## src/rtl/pov_column_shifter.sv

```systemverilog
// -----------------------------------------------------------------------------
// pov_column_shifter
//
// Downstream stage of the POV transmitter controller. While SendData is high,
// the glyph captured in IDLE is serialised one column at a time, MSB first,
// into an external LED shift/storage register pair (SER/SRCLK/RCLK style).
// Each column is strobed into the storage register with a one-cycle Latch
// pulse and then held for HOLD_CYCLES clocks. After the last column, CharDone
// is raised and held until the controller drops SendData.
//
// Optional build macro:
//   POV_GAP_COLUMN_EN - when defined, one extra all-zero column is shifted,
//                       latched and held after the last glyph column. It uses
//                       the same timing as a glyph column and gives spacing
//                       between characters; CharDone comes one column period
//                       later. When undefined, DONE follows the last glyph
//                       column directly.
//
// Parameters:
//   LEDS        - LEDs per column (bits shifted per column)
//   COLS        - columns per glyph
//   DIV         - SerClk half-period in clk cycles (>= 1)
//   HOLD_CYCLES - column dwell time in clk cycles after the latch (>= 1)
//
// Ports:
//   clk      in   system clock, rising edge
//   Reset    in   synchronous, active-high reset
//   SendData in   level request; high = emit the captured glyph, low = abort
//                 or acknowledge DONE
//   Glyph    in   LEDS*COLS column patterns; column c = Glyph[c*LEDS +: LEDS]
//   SerData  out  serial data to the LED shift register
//   SerClk   out  shift clock; SerData is valid on its rising edge
//   Latch    out  one-cycle storage-register strobe
//   Busy     out  high while shifting, latching or holding
//   CharDone out  high in DONE (drives the controller's NullDataChar)
//
// All outputs are registered.
// -----------------------------------------------------------------------------
module pov_column_shifter #(
    parameter int LEDS        = 8,
    parameter int COLS        = 5,
    parameter int DIV         = 2,
    parameter int HOLD_CYCLES = 1000
) (
    input  logic                   clk,
    input  logic                   Reset,
    input  logic                   SendData,
    input  logic [LEDS*COLS-1:0]   Glyph,
    output logic                   SerData,
    output logic                   SerClk,
    output logic                   Latch,
    output logic                   Busy,
    output logic                   CharDone
);

`ifdef POV_GAP_COLUMN_EN
    localparam int NCOL = COLS + 1;
`else
    localparam int NCOL = COLS;
`endif

    localparam int COL_W  = (NCOL > 1)        ? $clog2(NCOL)        : 1;
    localparam int BIT_W  = (LEDS > 1)        ? $clog2(LEDS)        : 1;
    localparam int DIV_W  = (DIV > 1)         ? $clog2(DIV)         : 1;
    localparam int HOLD_W = (HOLD_CYCLES > 1) ? $clog2(HOLD_CYCLES) : 1;

    localparam logic [COL_W-1:0]  COL_LAST  = COL_W'(NCOL - 1);
    localparam logic [BIT_W-1:0]  BIT_MSB   = BIT_W'(LEDS - 1);
    localparam logic [DIV_W-1:0]  DIV_LAST  = DIV_W'(DIV - 1);
    localparam logic [HOLD_W-1:0] HOLD_LAST = HOLD_W'(HOLD_CYCLES - 1);

    typedef enum logic [2:0] {
        S_IDLE,
        S_SHIFT,
        S_LATCH,
        S_HOLD,
        S_DONE
    } state_t;

    state_t                state_reg;
    logic [LEDS*COLS-1:0]  glyph_reg;
    logic [COL_W-1:0]      col_reg;
    logic [BIT_W-1:0]      bit_reg;
    logic [DIV_W-1:0]      div_reg;
    logic [HOLD_W-1:0]     hold_reg;

    // Column view of the captured glyph. Any column index at or beyond COLS
    // (only the optional gap column) reads as all zeros.
    logic [LEDS-1:0] col_words [NCOL];

    genvar gi;
    generate
        for (gi = 0; gi < NCOL; gi++) begin : g_col
            if (gi < COLS) begin : g_glyph
                assign col_words[gi] = glyph_reg[gi*LEDS +: LEDS];
            end else begin : g_gap
                assign col_words[gi] = '0;
            end
        end
    endgenerate

    logic [COL_W-1:0] col_next;
    logic [BIT_W-1:0] bit_next;
    logic [LEDS-1:0]  cur_word;
    logic [LEDS-1:0]  next_word;

    always_comb begin
        col_next  = col_reg + 1'b1;
        bit_next  = bit_reg - 1'b1;
        cur_word  = col_words[col_reg];
        // Only meaningful when another column follows; guarded so the index
        // never leaves the array on the terminal column.
        next_word = (col_reg != COL_LAST) ? col_words[col_next] : '0;
    end

    always_ff @(posedge clk) begin
        if (Reset) begin
            state_reg <= S_IDLE;
            glyph_reg <= '0;
            col_reg   <= '0;
            bit_reg   <= '0;
            div_reg   <= '0;
            hold_reg  <= '0;
            SerData   <= 1'b0;
            SerClk    <= 1'b0;
            Latch     <= 1'b0;
            Busy      <= 1'b0;
            CharDone  <= 1'b0;
        end else begin
            // Latch is a strobe: it is only ever set for the single cycle
            // spent in LATCH.
            Latch <= 1'b0;

            case (state_reg)
                S_IDLE: begin
                    if (SendData) begin
                        glyph_reg <= Glyph;
                        col_reg   <= '0;
                        bit_reg   <= BIT_MSB;
                        div_reg   <= '0;
                        hold_reg  <= '0;
                        // Present the MSB of column 0 straight away so the
                        // first low phase already carries valid data.
                        SerData   <= Glyph[LEDS-1];
                        SerClk    <= 1'b0;
                        Busy      <= 1'b1;
                        state_reg <= S_SHIFT;
                    end
                end

                S_SHIFT: begin
                    if (!SendData) begin
                        // Abort: the partial column is dropped unlatched.
                        state_reg <= S_IDLE;
                        SerData   <= 1'b0;
                        SerClk    <= 1'b0;
                        Busy      <= 1'b0;
                        div_reg   <= '0;
                    end else if (div_reg != DIV_LAST) begin
                        div_reg <= div_reg + 1'b1;
                    end else begin
                        div_reg <= '0;
                        if (!SerClk) begin
                            SerClk <= 1'b1;
                        end else if (bit_reg != '0) begin
                            bit_reg <= bit_next;
                            SerClk  <= 1'b0;
                            SerData <= cur_word[bit_next];
                        end else begin
                            SerClk    <= 1'b0;
                            SerData   <= 1'b0;
                            Latch     <= 1'b1;
                            state_reg <= S_LATCH;
                        end
                    end
                end

                S_LATCH: begin
                    if (!SendData) begin
                        state_reg <= S_IDLE;
                        Busy      <= 1'b0;
                    end else begin
                        hold_reg  <= '0;
                        state_reg <= S_HOLD;
                    end
                end

                S_HOLD: begin
                    if (!SendData) begin
                        state_reg <= S_IDLE;
                        Busy      <= 1'b0;
                        hold_reg  <= '0;
                    end else if (hold_reg != HOLD_LAST) begin
                        hold_reg <= hold_reg + 1'b1;
                    end else if (col_reg != COL_LAST) begin
                        col_reg   <= col_next;
                        bit_reg   <= BIT_MSB;
                        div_reg   <= '0;
                        hold_reg  <= '0;
                        SerData   <= next_word[LEDS-1];
                        state_reg <= S_SHIFT;
                    end else begin
                        hold_reg  <= '0;
                        Busy      <= 1'b0;
                        CharDone  <= 1'b1;
                        state_reg <= S_DONE;
                    end
                end

                S_DONE: begin
                    if (!SendData) begin
                        CharDone  <= 1'b0;
                        state_reg <= S_IDLE;
                    end
                end

                default: begin
                    state_reg <= S_IDLE;
                    SerClk    <= 1'b0;
                    Busy      <= 1'b0;
                    CharDone  <= 1'b0;
                end
            endcase
        end
    end

endmodule

```

## config.mk

```make
export PLATFORM = sky130hd
export DESIGN_NAME = pov_column_shifter
export DESIGN_NICKNAME = d
export VERILOG_FILES = /design/src/rtl/pov_column_shifter.sv
export SDC_FILE = /design/constraint.sdc
export NUM_CORES = 1
export LEC_CHECK = 0
export ABC_AREA = 1
export BUFFER_PORTS_ARGS = -buffer_cell sky130_fd_sc_hd__buf_4
export CORE_MARGIN = 2
export CORE_UTILIZATION = 30
export DETAILED_ROUTE_END_ITERATION = 12
export PLACE_DENSITY = 0.47
export SLEW_MARGIN = 0
export SYNTH_ARGS = -nofsm -noshare
export SYNTH_HDL_FRONTEND = slang
export SYNTH_SLANG_ARGS = --single-unit
```

## constraint.sdc

```tcl
create_clock -name clk -period 3.5 [get_ports clk]
set_input_delay 0.175 -clock clk [delete_from_list [all_inputs] [get_ports clk]]
set_output_delay 0.175 -clock clk [all_outputs]
set_load 0.01 [all_outputs]
```

==> results.sh, run 1 <==
export IMPL_grtUsageMet2_pct=21.8
export IMPL_cts_sinks=65
export IMPL_rows=37
export IMPL_rsz0062_at_grt="false"
export IMPL_grt_pass1_vias=2842
export IMPL_vias=3030
export IMPL_crit_path_start_kind="register"
export IMPL_port_buffers=47
export IMPL_finalCritPeriodShare_pct=67.5
export IMPL_placedCellCount=636
export IMPL_fin_skew_ns=0.00757
export IMPL_grt_busiest_layer="met2"
export IMPL_antenna_cells=0
export IMPL_cts_buffers=9
export IMPL_final_cell_count_no_fill=651
export IMPL_synthTopCellsByCount="nand2_1, inv_1, dfxtp_1, a21oi_1, o21ai_0"
export IMPL_syn_area_per_cell_sq_um=6.74
export IMPL_critical_path_class="reg -> reg"
export IMPL_async_flop_share_pct=0
export IMPL_antenna_found_initial=0
export IMPL_use_met1_pct=20.2
export IMPL_ctsResizeCount=0
export IMPL_grt_use_met3_pct=3.22
export IMPL_synth_top_area_share_pct=41.0
export IMPL_yosysSeqAreaShare_pct=41.0
export IMPL_clkTransAtPathRegs_ns=0.07
export IMPL_drv_slew=0
export IMPL_hpwlAfterDp_um=5930
export IMPL_drv_cap=0
export IMPL_power_density_nw_per_um2=705
export IMPL_first_pass_iters=5
export IMPL_grt_pass1_wl_um=13300
export IMPL_postCtsSetupRepairBufs=0
export IMPL_wl_per_cell_um=12.2
export IMPL_synth_top_area_cell="dfxtp_1"
export IMPL_coreArea_sq_um=10300
export IMPL_synth_area_leaders="dfxtp_1, nand2_1, a21oi_1, o21ai_0, inv_1"
export IMPL_grt_ovfl_total=0
export IMPL_period_needed_ns=2.36
export IMPL_synth_edf_count=0
export IMPL_die_h_um=107
export IMPL_start_util_pct=30.8
export IMPL_hold_violations=0
export IMPL_yosysMostFrequentCell="nand2_1"
export IMPL_fin_util_pct=37.2
export IMPL_ys_seq_elements=65
export IMPL_clk_latency_ns=0.34
export IMPL_setup_viol=0
export IMPL_ant_nets=0
export IMPL_chipWidth_um=107
export IMPL_route_detailed_drc=0
export IMPL_worstPathArrival_ns=2.63
export IMPL_ys_flop_type="dfxtp_1"
export IMPL_area_delta_synth_final_pct=21.0
export IMPL_cts_root_buf="clkbuf_8"
export IMPL_final_setup_tns_ns=0
export IMPL_place_area_sq_um=3650
export IMPL_holdWs_ns=0.111
export IMPL_boundaryPins=48
export IMPL_drt_vias_per_instance=4.65
export IMPL_cts_tree="yes"
export IMPL_slew_limit_headroom_pct=57.7
export IMPL_yosysWarnings=0
export IMPL_largest_reg_flops=40
export IMPL_drive_above_1_share_pct=15.1
export IMPL_die_area_sq_um=11400
export IMPL_grt_usage_pct=14.8
export IMPL_ir_drop_mv=0.274
export IMPL_fin_nets=559
export IMPL_drt_total_wl_um=7920
export IMPL_cp_max_fo=15
export IMPL_status="complete, no violations"
export IMPL_end_kind="register"
export IMPL_required_ns=3.77
export IMPL_power_leakage_nw=1.66
export IMPL_synth_cells=471
export IMPL_drtIter0Drc=161
export IMPL_fin_area_sq_um=3840
export IMPL_clockBufferDepth=2
export IMPL_syn_num_nets=519
export IMPL_fmax_ghz=0.423
export IMPL_grt_start_max_net_pins=33
export IMPL_worst_slew_pin_slew_ns=0.634
export IMPL_gp_congestion=0.850
export IMPL_min_path_type="in -> reg"
export IMPL_synth_cell_types=30
export IMPL_synth_cell_area_sq_um=3180
export IMPL_ctsHoldBuffers=0
export IMPL_cts_htree_levels=3
-- through the flow --
| stage | total power, mW | setup slack (ns) |
|---|---|---|
| after global placement | 2.08 | 1.24 |
| after global routing | 2.96 | 0.781 |
| after CTS | 2.75 | 1.09 |
| after floorplan | 1.80 | 1.61 |
| final | 2.71 | 1.14 |
| after detailed placement | 2.09 | 1.14 |
-- final timing paths --
path | from | to | slack, ns | cells past startpoint
max reg2reg | bit_reg[0]$_SDFFE_PP0P_ | SerData$_SDFFE_PP0P_ | 1.14 | 12
min | Glyph[6] | glyph_reg[6]$_SDFFE_PP0P_ | 0.11 | 3
max | bit_reg[0]$_SDFFE_PP0P_ | SerData$_SDFFE_PP0P_ | 1.14 | 12
min reg2reg | glyph_reg[10]$_SDFFE_PP0P_ | glyph_reg[10]$_SDFFE_PP0P_ | 0.44 | 2
-- layout make-up --
cell class | count | area, sq um
well taps | 136 | 170
fillers | 1129 | 6480
inverters | 71 | 267
multi-input cells | 313 | 1530
repair buffers | 51 | 383
clock inverters | 3 | 40.0
flip-flops and latches | 65 | 1300
clock buffers | 12 | 155
-- power by group --
group          internal, mW  switching (mW)
clock network         0.362           0.282
registers             0.893          0.0907
logic                 0.389           0.693
-- critical path, stage by stage, from the launching register on --
cell     delay (ns)
dfxtp_1        0.59
inv_1          0.34
ha_1           0.53
inv_1          0.16
nand3_1        0.11
nand2_1        0.06
nand2_1        0.05
nand3_1        0.07
nand2_1        0.08
nand2_1        0.04
nor2_1         0.10
nand2_1        0.05
a21oi_1        0.11
-- kinds of logic (layout without fill, tap and decap cells) --
group	after synthesis	after routing	synth area share (%)
adder cells (fa/ha/maj)	5	5	1.97
buffers and inverters	93	137	11.2
AO/OA/AOI/OAI	125	125	20.6
flip-flops	65	65	41.0
XOR/XNOR	3	3	0.828
AND/OR/NAND/NOR	180	180	24.5
-- layer usage --
| metal | vias up | share of wire, % |
|---|---|---|
| li1 | 1615 | - |
| met1 | 1339 | 51 |
| met2 | 61 | 42 |
| met3 | 15 | 4.5 |
| met4 | 0 | 2.1 |
| met5 | - | 0 |
-- cell usage in the layout, fill, tap and decap left out, types with 4 or more instances in the layout --
cell / Yosys / layout
inv_1: 66 / 66
nand3_1: 38 / 37
nor3_1: 7 / 7
inv_2: 5 / 5
buf_4: 1 / 51
dfxtp_1: 65 / 65
nand2_1: 93 / 93
a21oi_1: 62 / 62
o211ai_1: 4 / 4
nand4_1: 4 / 4
nor2_1: 29 / 29
clkbuf_8: 0 / 11
o21ai_0: 52 / 52
ha_1: 5 / 5
Note: power is estimated with default switching activity, not from simulation.
==> run 2, diff against run 1 <==
- ABC_AREA: 1 -> 0
- clock period: 3.5 -> 2.21 ns (I/O delays scaled with it)
==> results.sh, run 2 <==
export IMPL_setup_viol=0
export IMPL_clkTransAtPathRegs_ns=0.08
export IMPL_antenna_found_initial=0
export IMPL_grt_ovfl_total=0
export IMPL_fin_area_sq_um=4150
export IMPL_fin_skew_ns=0.0114
export IMPL_drt_total_wl_um=8060
export IMPL_r2r_slack_ns=0.24
export IMPL_first_pass_iters=4
export IMPL_drive_above_1_share_pct=20.9
export IMPL_hpwlAfterDp_um=5570
export IMPL_yosysSeqAreaShare_pct=40.0
export IMPL_cts_root_buf="clkbuf_8"
export IMPL_synth_top_area_share_pct=40.0
export IMPL_dp_slack_ns=0.248
export IMPL_final_common_cell="nand2_1"
export IMPL_fin_nets=502
export IMPL_vias=2852
export IMPL_syn_area_per_cell_sq_um=8.31
export IMPL_synth_cell_area_sq_um=3260
export IMPL_yosysWarnings=0
export IMPL_fin_ws_ns=0.244
export IMPL_cts_htree_levels=3
export IMPL_crit_buf_inv=0
export IMPL_synth_top_area_cell="dfxtp_1"
export IMPL_end_kind="register"
export IMPL_crit_top_cell="and4_1"
export IMPL_clk_latency_ns=0.35
export IMPL_synth_area_leaders="dfxtp_1, nand2_1, a21oi_1, mux4_2, nor2_1"
export IMPL_clockBufferDepth=2
export IMPL_path_cells="ha_1 > and4_1 > a31oi_2 > a2111oi_4 > and4_1 > nor3_1"
export IMPL_rows=38
export IMPL_required_ns=2.44
export IMPL_area_delta_synth_final_pct=27.6
export IMPL_cpLargestDelayFamily="compound AO/OA/AOI/OAI gates"
export IMPL_ys_flop_type="dfxtp_1"
export IMPL_async_flop_share_pct=0
export IMPL_start_util_pct=30.4
export IMPL_finalCritPeriodShare_pct=89.0
export IMPL_worstPathArrival_ns=2.20
export IMPL_cts_tree="yes"
export IMPL_port_buffers=47
export IMPL_cpPeakStageDelay_ns=0.52
export IMPL_chipWidth_um=108
export IMPL_critical_path_class="reg -> reg"
export IMPL_synth_cell_types=55
export IMPL_drtIter0Drc=97
export IMPL_drv_slew=0
export IMPL_synth_cells=392
export IMPL_min_path_type="in -> reg"
export IMPL_slew_limit_headroom_pct=65.4
export IMPL_cp_max_fo=6
export IMPL_grt_start_max_net_pins=42
export IMPL_power_leakage_nw=1.59
export IMPL_grt_pass1_vias=2729
export IMPL_status="complete, no violations"
export IMPL_ys_seq_elements=65
export IMPL_wl_per_cell_um=13.5
export IMPL_route_detailed_drc=0
export IMPL_cts_sinks=65
export IMPL_ant_nets=0
export IMPL_grt_pass1_wl_um=13500
export IMPL_fmax_ghz=0.509
export IMPL_final_setup_tns_ns=0
export IMPL_synth_edf_count=0
export IMPL_crit_path_top_delay_cell="a2111oi_4"
export IMPL_mostFrequentLayoutCells="nand2_1, dfxtp_1, buf_4"
export IMPL_drt_vias_per_instance=4.76
export IMPL_syn_num_nets=440
export IMPL_drv_cap=0
export IMPL_hold_violations=0
export IMPL_crit_path_start_kind="register"
export IMPL_antenna_cells=0
export IMPL_gp_congestion=0.791
export IMPL_period_needed_ns=1.97
export IMPL_power_density_nw_per_um2=761
export IMPL_yosysMostFrequentCell="nand2_1"
export IMPL_largest_reg_flops=40
export IMPL_grt_usage_pct=14.8
export IMPL_synthTopCellsByCount="nand2_1, dfxtp_1, a21oi_1, nor2_1, buf_2"
export IMPL_coreArea_sq_um=10700
export IMPL_rsz0062_at_grt="false"
export IMPL_die_area_sq_um=11700
export IMPL_worst_slew_pin_slew_ns=0.516
export IMPL_postCtsSetupRepairBufs=0
export IMPL_die_h_um=108
export IMPL_cts_buffers=9
export IMPL_ir_drop_mv=0.243
export IMPL_boundaryPins=48
export IMPL_place_area_sq_um=3770
## run 2: changes by cell type after synthesis, moves of 6 or more
cell and change:
mux4_2 +9, inv_1 -57, clkbuf_1 -8, buf_2 +12
nand2b_1 +6, o21ai_0 -49, a21oi_1 -11, nand3_1 -34
xor2_1 +6, mux2i_1 +11
## run 2: cell families (layout without fill, tap and decap cells)
family | after synthesis | after routing | synth area share, %
AOI/OAI and AO/OA | 87 | 87 | 17.3
buffers and inverters | 37 | 104 | 4.88
muxes | 21 | 21 | 9.95
and+or+nand+nor | 166 | 166 | 23.1
DFF | 65 | 65 | 40.0
xor gates and xnor gates | 11 | 11 | 2.96
adders and majority gates | 5 | 5 | 1.92
## run 2: final cells by class
class,instances,area (sq um)
Fill cell,1143,6550
Multi-Input combinational cell,290,1800
Sequential cell,65,1300
Timing Repair Buffer,77,638
Tap cell,140,175
Clock buffer,9,124
Clock inverter,7,71.3
Inverter,11,41.3
## run 2: worst reg2reg max path, cell delays in order (launching register included)
cell and delay, ns:
dfxtp_1 0.38, ha_1 0.20, and4_1 0.25, a31oi_2 0.19, a2111oi_4 0.53, and4_1 0.26, nor3_1 0.05
## run 2: report_power, final
| group | switching (mW) | leakage, nW | total [mW] | internal [mW] |
|---|---|---|---|---|
| registers | 0.0635 | 0.532 | 1.33 | 1.27 |
| clock network | 0.505 | 0.0912 | 1.02 | 0.518 |
| logic | 0.432 | 0.972 | 0.807 | 0.375 |
| total | 1.00 | 1.59 | 3.16 | 2.16 |
## run 2: final timing paths
kind / start / endpoint / cells past startpoint
max: hold_reg[0]$_SDFFE_PP0P_ / bit_reg[0]$_SDFFE_PP0P_ / 6
min: Glyph[32] / glyph_reg[32]$_SDFFE_PP0P_ / 3
max reg2reg: hold_reg[0]$_SDFFE_PP0P_ / bit_reg[0]$_SDFFE_PP0P_ / 6
min reg2reg: glyph_reg[27]$_SDFFE_PP0P_ / glyph_reg[27]$_SDFFE_PP0P_ / 2
## run 2: layer usage
layer	track usage, %	wire (um)	up-vias
met5	0	0	-
met4	4.95	91	0
met3	3.07	293	7
met2	24.7	3860	55
met1	19.1	3820	1318
li1	-	-	1472
## run 2: what timing repair did
action                                  in CTS  in global routing
hold endpoints to repair                    19                  0
endpoints found under the setup margin       0                  0
hold buffers                                19                  0
gates resized for setup                      0                  0
## run 2: through the flow
| stage | utilization, % | instances | power (mW) | hold WS [ns] |
|---|---|---|---|---|
| floorplan | - | 392 | 1.91 | 0.246 |
| global placement | 35.2 | 564 | 2.15 | 0.360 |
| detailed placement | 35.2 | 564 | 2.15 | 0.365 |
| CTS | 38.8 | 599 | 3.22 | 0.00118 |
| global route | 38.8 | 599 | 3.36 | 0.00589 |
| finish | 38.8 | 599 | 3.16 | 0.00931 |
